## config.mk

```make
export PLATFORM = sky130hd
export DESIGN_NAME = writeback_cdb
export DESIGN_NICKNAME = d
export VERILOG_FILES = /design/src/rtl/writeback_cdb.sv
export SDC_FILE = /design/constraint.sdc
export NUM_CORES = 1
export LEC_CHECK = 0
export ABC_AREA = 1
export CORE_MARGIN = 4
export CORE_UTILIZATION = 55
export CTS_CLUSTER_SIZE = 20
export DETAILED_ROUTE_END_ITERATION = 7
export GPL_TIMING_DRIVEN = 0
export MAX_ROUTING_LAYER = met4
export PLACE_DENSITY = 0.91
export SETUP_SLACK_MARGIN = 0.02
export SYNTH_ARGS = -nofsm -noshare
export SYNTH_HDL_FRONTEND = slang
export SYNTH_SLANG_ARGS = --single-unit
```

## constraint.sdc

```tcl
create_clock -name clk -period 6.5 [get_ports clk]
set_clock_uncertainty 0.05 [all_clocks]
set_input_delay 1.625 -clock clk [delete_from_list [all_inputs] [get_ports clk]]
set_output_delay 1.625 -clock clk [all_outputs]
set_load 0.05 [all_outputs]
```

## src/rtl/writeback_cdb.sv

```systemverilog
// Writeback end of the dispatch interface: registered CDB tag broadcast per unit and a
// completion queue that hands ROB indices to the ROB one per cycle.
module writeback_cdb #(
    parameter int PREG_W   = 7,
    parameter int ROB_W    = 5,
    parameter int CQ_DEPTH = 8
) (
    input  logic              clk,
    input  logic              reset,
    input  logic              alu_wb_valid,
    input  logic [PREG_W-1:0] alu_wb_prd,
    input  logic              alu_wb_we,
    input  logic [ROB_W-1:0]  alu_wb_rob,
    output logic              alu_wb_ready,
    input  logic              br_wb_valid,
    input  logic [PREG_W-1:0] br_wb_prd,
    input  logic              br_wb_we,
    input  logic [ROB_W-1:0]  br_wb_rob,
    output logic              br_wb_ready,
    input  logic              lsu_wb_valid,
    input  logic [PREG_W-1:0] lsu_wb_prd,
    input  logic              lsu_wb_we,
    input  logic [ROB_W-1:0]  lsu_wb_rob,
    output logic              lsu_wb_ready,
    input  logic              mispredict,
    output logic [PREG_W-1:0] preg1_rdy,
    output logic              preg1_valid,
    output logic [PREG_W-1:0] preg2_rdy,
    output logic              preg2_valid,
    output logic [PREG_W-1:0] preg3_rdy,
    output logic              preg3_valid,
    output logic              complete_out,
    output logic [ROB_W-1:0]  rob_fu_tag
);
    localparam int PTR_W = $clog2(CQ_DEPTH);
    localparam int CNT_W = PTR_W + 1;
    // Leave room for three enqueues in the same cycle, so readiness never depends on valids.
    localparam logic [CNT_W-1:0] CNT_LIMIT = CNT_W'(CQ_DEPTH - 3);

    logic [ROB_W-1:0]  cq_mem_q [CQ_DEPTH];
    logic [PTR_W-1:0]  wr_ptr_q, wr_ptr_d, rd_ptr_q, rd_ptr_d;
    logic [PTR_W-1:0]  slot_br, slot_lsu;
    logic [CNT_W-1:0]  count_q, count_d, n_enq;
    logic              ready, acc_alu, acc_br, acc_lsu, deq;
    logic              bc_alu, bc_br, bc_lsu;
    logic              complete_q;
    logic [ROB_W-1:0]  rob_tag_q;
    logic [PREG_W-1:0] preg1_q, preg2_q, preg3_q;
    logic              pv1_q, pv2_q, pv3_q;

    assign ready   = reset && (count_q <= CNT_LIMIT) && !mispredict;
    assign acc_alu = alu_wb_valid && ready;
    assign acc_br  = br_wb_valid && ready;
    assign acc_lsu = lsu_wb_valid && ready;
    assign bc_alu  = acc_alu && alu_wb_we && (alu_wb_prd != '0);
    assign bc_br   = acc_br && br_wb_we && (br_wb_prd != '0);
    assign bc_lsu  = acc_lsu && lsu_wb_we && (lsu_wb_prd != '0);

    always_comb begin
        n_enq    = CNT_W'(acc_alu) + CNT_W'(acc_br) + CNT_W'(acc_lsu);
        deq      = (count_q != '0);
        slot_br  = wr_ptr_q + PTR_W'(acc_alu);
        slot_lsu = slot_br + PTR_W'(acc_br);
        wr_ptr_d = wr_ptr_q + n_enq[PTR_W-1:0];
        rd_ptr_d = rd_ptr_q + PTR_W'(deq);
        count_d  = count_q + n_enq - CNT_W'(deq);
    end

    always_ff @(posedge clk) begin
        if (acc_alu) cq_mem_q[wr_ptr_q] <= alu_wb_rob;
        if (acc_br)  cq_mem_q[slot_br]  <= br_wb_rob;
        if (acc_lsu) cq_mem_q[slot_lsu] <= lsu_wb_rob;
    end

    always_ff @(posedge clk) begin
        if (!reset) begin
            wr_ptr_q   <= '0;
            rd_ptr_q   <= '0;
            count_q    <= '0;
            complete_q <= 1'b0;
            rob_tag_q  <= '0;
            pv1_q      <= 1'b0;
            pv2_q      <= 1'b0;
            pv3_q      <= 1'b0;
            preg1_q    <= '0;
            preg2_q    <= '0;
            preg3_q    <= '0;
        end else if (mispredict) begin
            wr_ptr_q   <= '0;
            rd_ptr_q   <= '0;
            count_q    <= '0;
            complete_q <= 1'b0;
            pv1_q      <= 1'b0;
            pv2_q      <= 1'b0;
            pv3_q      <= 1'b0;
        end else begin
            wr_ptr_q   <= wr_ptr_d;
            rd_ptr_q   <= rd_ptr_d;
            count_q    <= count_d;
            complete_q <= deq;
            if (deq) rob_tag_q <= cq_mem_q[rd_ptr_q];
            pv1_q <= bc_alu;
            pv2_q <= bc_br;
            pv3_q <= bc_lsu;
            if (bc_alu) preg1_q <= alu_wb_prd;
            if (bc_br)  preg2_q <= br_wb_prd;
            if (bc_lsu) preg3_q <= lsu_wb_prd;
        end
    end

    assign alu_wb_ready = ready;
    assign br_wb_ready  = ready;
    assign lsu_wb_ready = ready;
    assign preg1_rdy    = preg1_q;
    assign preg1_valid  = pv1_q;
    assign preg2_rdy    = preg2_q;
    assign preg2_valid  = pv2_q;
    assign preg3_rdy    = preg3_q;
    assign preg3_valid  = pv3_q;
    assign complete_out = complete_q;
    assign rob_fu_tag   = rob_tag_q;
endmodule

```

* Yosys cells after proc, flatten, opt, wreduce, memory -nomap -nowiden
Memory sizes are Yosys's and may differ from the RTL's. A register that Yosys moved wholly into a read port is not among the register bits.
Index checks and enable logic that the tools add are counted.
** Storage, ports and cells
- Memories kept :: 1
- Flip-flop bits (word level) :: 35
- Bits in writable memories :: 40
- Bits of input ports :: 45
- Output and inout bits :: 33
** Cells by class
- Multiplexer cells :: 6
- Bitwise gates (word level) :: 2
- $lt $le $gt $ge :: 1
- Reductions and logical operators :: 22
- $add $sub $neg :: 8
** Memories
- cq_mem_q :: words 8, width 5, rd ports 1, clocked after memory_dff 1, wr ports 3, RTL line 40 : logic [ROB_W-1:0] cq_mem_q [CQ_DEPTH];
** Operators with widths (number)
- $reduce_bool A7 Y1 :: 3
- $logic_and A1 B1 Y1 :: 11
- $add A3 B1 Y3 :: 3
- $reduce_and A2 Y1 :: 4
- $mux W1 :: 6
- $add A4 B3 Y4 :: 1
- $le A4 B3 Y1 const B :: 1
- $reduce_bool A4 Y1 :: 1
- $sub A4 B1 Y4 :: 1
- $add A2 B1 Y3 :: 1
- $add A3 B3 Y3 :: 1
- $add A1 B1 Y2 :: 1
- $logic_not A1 Y1 :: 2
- $not A1 Y1 :: 2
- $reduce_or A2 Y1 :: 1

* Logic depth before layout (Yosys ltp)
Gate-level depths: netlist (run 1).
- Word-level depth :: 8
- Depth in mapped cells :: 18
- Depth with buffers taken out :: 17

* Worst setup path before layout (run 1)
Ideal clock, no wire load.
- Kind :: input to register
- Start point :: input reset
- End point :: register count_q[3]
- Setup slack :: 2.419 ns
- Cell stages on the path :: 15
- Setup time :: 0.113 ns
- Data arrival time :: 3.918 ns
- Cell sequence :: inv_2 > nor2_1 > nand3_1 > inv_2 > nand2_1 > fa_1 > ha_1 > inv_1 > ha_1 > nand2_1 > nor2_1 > a211oi_1 > nand2_1 > nand2_1 > nor2_1
** On the way
- Longest elaborated chain between the ends :: 7
- Elaborated cells on any way between the ends :: 11
** Ends and longest elaborated chain
- start: declaration :: RTL line 9 : input logic reset,
- $logic_and A1 B1 Y1 (*) (2 in a row) :: RTL line 51 : assign ready = reset && (count_q <= CNT_LIMIT) && !mispredict;
- net alu_wb_ready :: RTL line 14 : output logic alu_wb_ready,
- $logic_and A1 B1 Y1, on equally long branches :: RTL line 52, 53
- $add A1 B1 Y2 :: RTL line 60 : n_enq = CNT_W'(acc_alu) + CNT_W'(acc_br) + CNT_W'(acc_lsu);
- $add A2 B1 Y3 (*) :: RTL line 60
- $add A4 B3 Y4 (*) :: RTL line 66 : count_d = count_q + n_enq - CNT_W'(deq);
- $sub A4 B1 Y4 (*) :: RTL line 66
- end signal: assignment :: RTL line 99 : count_q <= count_d;
- end: declaration :: RTL line 43 : logic [CNT_W-1:0] count_q, count_d, n_enq;
The timed path passes the listed nets; every way through them passes the cells marked *.
A chain may end at the register's enable or synchronous reset.

* Worst setup path in the final report (run 1)
- Start point :: input reset
- End point :: output br_wb_ready
** On the way
- Longest elaborated chain between the ends :: 2
** Ends and longest elaborated chain
- $logic_and A1 B1 Y1 (2 in a row) :: RTL line 51
- end: declaration :: RTL line 19 : output logic br_wb_ready,
Every way passes these cells.

==> results of run 1 <==
[power groups by stage]
stage          sequential (mW)  clock [mW]  combinational [mW]
3_5_place_dp             0.607           0               0.518
4_1_cts                  0.596       0.469               0.523
3_3_place_gp             0.605           0               0.496
6_report                 0.596       0.465               0.527
2_1_floorplan            0.672           0               0.296
5_1_grt                  0.601       0.491               0.583
[metrics by stage]
step / instance area (um^2) / utilization (%) / cells / hold WS (ns) / setup WS, ns
floorplan: 4910 / - / 720 / 0.541 / 2.42
global placement: 5770 / 66.1 / 900 / 0.403 / 1.19
detailed placement: 5770 / 66.1 / 900 / 0.419 / 1.18
CTS: 6020 / 69.1 / 916 / 0.431 / 1.17
global route: 6020 / 69.1 / 916 / 0.448 / 1.04
finish: 6020 / 69.1 / 916 / 0.427 / 1.16
[cell usage after synthesis (2+ instances only)]
master / count
nand3_1: 145
dfxtp_1: 40
xor2_1: 3
inv_1: 90
a21oi_1: 5
inv_2: 11
nor2_4: 2
nor2_2: 3
nand3b_1: 6
edfxtp_1: 40
buf_4: 7
nor2_1: 85
nand2_2: 9
o21ai_0: 3
fa_1: 3
clkbuf_1: 5
ha_1: 15
buf_1: 2
nand2_1: 234
buf_2: 8
[sequential cells by signal, summed over array words and instances, names as in the netlist]
signal and cells:
cq_mem_q 40, preg1_rdy 7, preg2_rdy 7, preg3_rdy 7, rob_fu_tag 5, count_q 4
rd_ptr_q 3, wr_ptr_q 3, complete_out 1, preg1_valid 1, preg2_valid 1, preg3_valid 1
[per-layer routing]
layer | vias up | wire length, um | GRT usage (%) | part of all wire, %
met1 | 2104 | 5220 | 30.2 | 40
met4 | 0 | 452 | 15.4 | 3.5
li1 | 2438 | - | - | -
met2 | 260 | 6260 | 43.6 | 48
met5 | - | 0 | - | 0
met3 | 42 | 1130 | 3.34 | 8.6
[area by class of cell]
cell class | count | area share (%)
Multi-Input combinational cell | 516 | 39.9
Inverter | 102 | 6.36
Buffer | 22 | 1.97
Sequential cell | 80 | 33.2
Tap cell | 108 | 2.24
Timing Repair Buffer | 72 | 12.0
Clock buffer | 10 | 2.12
Clock inverter | 6 | 2.18
[final timing paths]
| check | end | slack [ns] | cells after the start |
|---|---|---|---|
| setup / recovery | br_wb_ready | 1.16 | 7 |
| hold / removal | rob_fu_tag[4]$_SDFFE_PN0P_ | 0.43 | 2 |
| setup reg to reg | cq_mem_q[3][3]$_DFFE_PP_ | 3.01 | 14 |
| hold reg to reg | rob_fu_tag[4]$_SDFFE_PN0P_ | 0.43 | 2 |
[worst max-delay path: cells and delay by family]
family | cells | cell delay [ns]
AND/OR/NAND/NOR | 2 | 0.33
buffers and inverters | 5 | 1.71
[kinds of logic (layout without fill, tap and decap cells)]
family          count (synthesis)  count (layout)  synth area share [%]
flops                          80              80                  40.8
compound gates                  9               9                 0.968
fa+ha+maj                      18              18                  5.05
xor+xnor                        4               4                 0.714
buf+inv                       124             212                  10.2
simple gates                  485             485                  42.3
==> metrics.md, run 1 <==
| Metric | Value |
|---|---|
| Run status | `complete, no violations` |
| Seq/Total Area, Yosys | `40.8%` |
| Hold buffers post-CTS | `0` |
| Register area | `2000 um^2` |
| Cell internal pwr | `1.05 mW` |
| Fill cell count | `687` |
| Crit path max fanout | `7` |
| Clock latency on the worst-skew pair | `0.35 ns` |
| Async SR Flop Fraction | `0%` |
| Ys flop type | `edfxtp_1` |
| Reg-to-reg startpoint | `count_q[3]$_SDFF_PP0_` |
| Setup CP Type | `in -> out` |
| Maximum clock frequency | `0.187 GHz` |
| Starting Density | `56.3%` |
| Post-route setup TNS | `0 ns` |
| Max Slew Vio Count | `0` |
| Largest area contributor in the netlist | `edfxtp_1` |
| Clock power share | `29.3%` |
| Hpwl dp | `10.3 mm` |
| Setup violations, final | `0` |
| Reg clk slew, reported paths | `~0.080 ns` |
| Slowest cell on the critical path | `clkdlybuf4s50_1` |
| Tot GR Track Use | `around a quarter` |
| H-tree Lvls | `3` |
| Commonest non-fill, non-tap cell in the layout | `nand2_1` |
| P per Cell Area | `around 260 nW/um^2` |
| Req. time, crit path | `4.83 ns` |
| Slew @ Worst Pin | `0.672 ns` |
| Grt total ovfl | `0` |
| Synthesized Nets | `783` |
| P_leak | `between 2 and 3 nW` |
| Final min period | `about 5.3 ns` |
| DR iter-0 viols | `300` |
| Post-Syn Area | `4910 um^2` |
| Placer congestion estimate | `1.02` |
| TritonCTS Buffers | `9` |
| Die Wd | `102 um` |
| Hold Vio Cnt, Final | `0` |
| Crit start category | `input port` |
| Hold WC Path Type | `reg -> reg` |
| Max-cap violations | `0` |
| TritonRoute pass-1 iters | `6` |
| # rows | `34` |
| Commonest cells after routing, fill and taps aside | `nand2_1 (234), nand3_1 (145), inv_1 (90)` |
| Vias in the first global route | `4544` |
| Final clock period utilization by the worst path | `82.1%` |
| EDFF count, synth | `40` |
| CTS resizes | `0` |
| Drt total wl | `~13 mm` |
| Hold path startpoint | `rob_fu_tag[4]$_SDFFE_PN0P_` |
| Largest net degree at the start of global routing | `14` |
| Register share of total power | `37.6%` |
| Antenna-violating nets left | `0` |
| Final nets | `866` |
| Core area | `8720 um^2` |
| ANT cells | `0` |
| Initial antenna violation count | `0` |
| Area delta synth->final | `22.7%` |
| Area of the multi-input gates | `2410 um^2` |
| P_sw | `0.540 mW` |
| IO buf count | `72` |
| Routed len/inst | `14.3 um` |
| Clock sink total | `80` |
| Post-Syn Area per Cell | `6.82 um^2` |
| Combinational power share | `33.2%` |
| First-pass GRT wire length | `20.7 mm` |
| Clk buf depth | `2` |
| Synth cell types | `24` |
| # DRC | `0` |
| Critical Path Source | `reset` |
| Arr. time, crit path | `3.66 ns` |
| Max VDD drop | `0.114 mV` |
| Synth area leaders | `edfxtp_1 (24%), nand2_1 (18%), dfxtp_1 (16%)` |
| DIE HEIGHT | `102 um` |
| Sw frac | `around a third` |
| RSZ-0062 raised after global routing | `no` |
| CTS tree | `yes` |
| Full die area | `10500 um^2` |
| CP Capture Type | `output pin` |
| Total Power | `1.59 mW` |
| #FFs+latches synth | `80` |
| Via count | `4844` |
| Share of cells above drive strength 1 | `6.81%` |
| Yosys top cell area share | `24.5%` |
| Syn. warnings | `0` |
| Max-slew headroom | `between 50% and 60%` |
| Post-Synthesis Cells | `720` |
| Worst path cell trace | `clkdlybuf4s50_1 > inv_2 > nor2_1 > nand3_1 > inv_2 > buf_4 > clkdlybuf4s50_1` |
| CP peak stage delay | `0.78 ns` |
| Via/cell ratio | `between 5 and 6` |
| Postcts setup bufs | `0` |
| CTS root buf | `clkbuf_8` |
| Io pins | `78` |
No activity file was read; power rests on OpenSTA's default activity.
==> run 2, diff against run 1 <==
--- a/config.mk
+++ b/config.mk
@@ -7,12 +7,12 @@
 export LEC_CHECK = 0
 export ABC_AREA = 1
 export CORE_MARGIN = 4
-export CORE_UTILIZATION = 55
+export CORE_UTILIZATION = 54
 export CTS_CLUSTER_SIZE = 20
 export DETAILED_ROUTE_END_ITERATION = 7
 export GPL_TIMING_DRIVEN = 0
 export MAX_ROUTING_LAYER = met4
-export PLACE_DENSITY = 0.91
+export PLACE_DENSITY = 0.89
 export SETUP_SLACK_MARGIN = 0.02
 export SYNTH_ARGS = -nofsm -noshare
 export SYNTH_HDL_FRONTEND = slang
==> constraint.sdc (replaced) <==
create_clock -name clk -period 5.47 [get_ports clk]
set_clock_uncertainty 0.05 [all_clocks]
set_input_delay 1.3675 -clock clk [delete_from_list [all_inputs] [get_ports clk]]
set_output_delay 1.3675 -clock clk [all_outputs]
set_load 0.05 [all_outputs]
==> run 2 against run 1 <==
  * Via count up 0.93%
  * Die area up 1.7%
  * Register-to-register slack worse by 0.98 ns
  * Cell area down 0.79%
  * Combinational power up 19%
  * Routed wire length down 0.33%
  * Flip-flop and latch count unchanged
  * Core utilization down 0.88 points
  * Count of clock-buffer cells in the layout unchanged
  * First-iteration DRC count up 29%
  * Global-route usage down 0.55 points
==> metrics.md, run 2 (synthesized netlist as in run 1, its figures left out) <==
| Metric | Value |
|---|---|
| Clk buf depth | `2` |
| Max FFs per register | `40` |
| Hold Vio Cnt, Final | `0` |
| # rows | `34` |
| Total Power | `1.79 mW` |
| CP Capture Type | `output pin` |
| Die Wd | `103 um` |
| Drt total wl | `13.0 mm` |
| Max VDD drop | `0.182 mV` |
| # DRC | `0` |
| Via count | `4889` |
| CTS tree | `yes` |
| Postcts setup bufs | `0` |
| H-tree Lvls | `3` |
| P_leak | `2.84 nW` |
| Vias in the first global route | `4383` |
| DR iter-0 viols | `between 300 and 400` |
| Global Route met2 Usage | `42.7%` |
| Antenna-violating nets left | `0` |
| ANT cells | `0` |
| Max Slew Vio Count | `0` |
| First-pass GRT wire length | `20.8 mm` |
| Slew @ Worst Pin | `0.633 ns` |
| Reg clk slew, reported paths | `~0.080 ns` |
| Initial antenna violation count | `0` |
| Final clock period utilization by the worst path | `90.3%` |
| Clock latency on the worst-skew pair | `0.35 ns` |
| Via/cell ratio | `5.34` |
| Placed cell count | `900` |
| Crit path max fanout | `7` |
| Met3 Use GR | `between 5 and 6%` |
| Setup violations, final | `0` |
| P per Cell Area | `around 300 nW/um^2` |
| Hpwl dp | `10.4 mm` |
| TritonRoute pass-1 iters | `5` |
| RSZ-0062 raised after global routing | `no` |
| Arr. time, crit path | `3.52 ns` |
| Post-route setup TNS | `0 ns` |
| Area delta synth->final | `21.7%` |
| IO buf count | `72` |
| Share of cells above drive strength 1 | `6.93%` |
| Routed len/inst | `around 14 um` |
| Largest Register | `cq_mem_q` |
| CTS root buf | `clkbuf_8` |
| Largest net degree at the start of global routing | `14` |
| CTS resizes | `0` |
| Commonest cells after routing, fill and taps aside | `nand2_1 (234), nand3_1 (145), inv_1 (90)` |
| Grt total ovfl | `0` |
| DIE HEIGHT | `103 um` |
| Hold_ws | `0.426 ns` |
| Placer congestion estimate | `0.915` |
| Commonest non-fill, non-tap cell in the layout | `nand2_1` |
| Hold buffers post-CTS | `0` |
| Crit start category | `input port` |
| Full die area | `10700 um^2` |
| Clock sink total | `80` |
| Setup CP Type | `in -> out` |
| Finished Layout Cells | `916` |
| Final min period | `4.94 ns` |
| Req. time, crit path | `roughly 4.1 ns` |
| Max-slew headroom | `57.6%` |
| Core area | `a little under 9000 um^2` |
| Hold WC Path Type | `reg -> reg` |
| Maximum clock frequency | `0.202 GHz` |
| Tot GR Track Use | `25.7%` |
| GRT busiest layer | `met2` |
| TritonCTS Buffers | `9` |
| Final nets | `866` |
| Met1 usage | `31.7%` |
| Io pins | `78` |
| Starting Density | `56.0%` |
| Max-cap violations | `0` |
| Run status | `complete, no violations` |
## run 2: cell types whose count changed in the layout (fill, tap and decap cells not counted), sizes merged
cell    previous run  this run
bufinv             4         2
clkinv             2         4
## run 2: worst paths after layout
check                                                 from                         end  slack (ns)  cells after the start
worst max-delay path                                 reset                 br_wb_ready        0.53                      7
worst min-delay path            rob_fu_tag[0]$_SDFFE_PN0P_  rob_fu_tag[0]$_SDFFE_PN0P_        0.43                      2
worst max register to register       count_q[3]$_SDFF_PP0_    cq_mem_q[6][2]$_DFFE_PP_        2.03                     14
worst min register to register  rob_fu_tag[0]$_SDFFE_PN0P_  rob_fu_tag[0]$_SDFFE_PN0P_        0.43                      2
## run 2: area by class of cell
| class | count | area, um^2 |
|---|---|---|
| inverters | 102 | 383 |
| well taps | 108 | 135 |
| clock buffers | 10 | 128 |
| fillers | 718 | 2790 |
| clock inverters | 6 | 83.8 |
| flip-flops and latches | 80 | 2000 |
| repair buffers | 72 | 721 |
| multi-input cells | 516 | 2410 |
| plain buffers | 22 | 119 |
## run 2: metal layers
metal / vias to the layer above / part of all wire (%)
li1: 2434 / -
met1: 2225 / 42
met2: 212 / 48
met3: 18 / 8.4
met4: 0 / 1.5
met5: - / 0
## run 2: critical path, stage by stage
cell and delay [ns]:
clkdlybuf4s50_1 0.59, inv_2 0.13, nor2_1 0.23, nand3_1 0.18, inv_2 0.12, buf_4 0.11, clkdlybuf4s50_1 0.79
## run 2: metrics by stage
step                utilization (%)  worst slack [ns]  area (um^2)
finish                         68.2             0.531         5980
global route                   68.2             0.375         5980
CTS                            68.2             0.524         5980
detailed placement             65.8             0.381         5770
global placement               65.8             0.477         5770
floorplan                         -              1.65         4910
## run 2: power breakdown
group          switching [mW]  leakage (nW)  total [mW]  internal (mW)
Combinational           0.408          2.05       0.627          0.218
Sequential             0.0252         0.687       0.707          0.681
Clock                   0.201         0.106       0.456          0.255
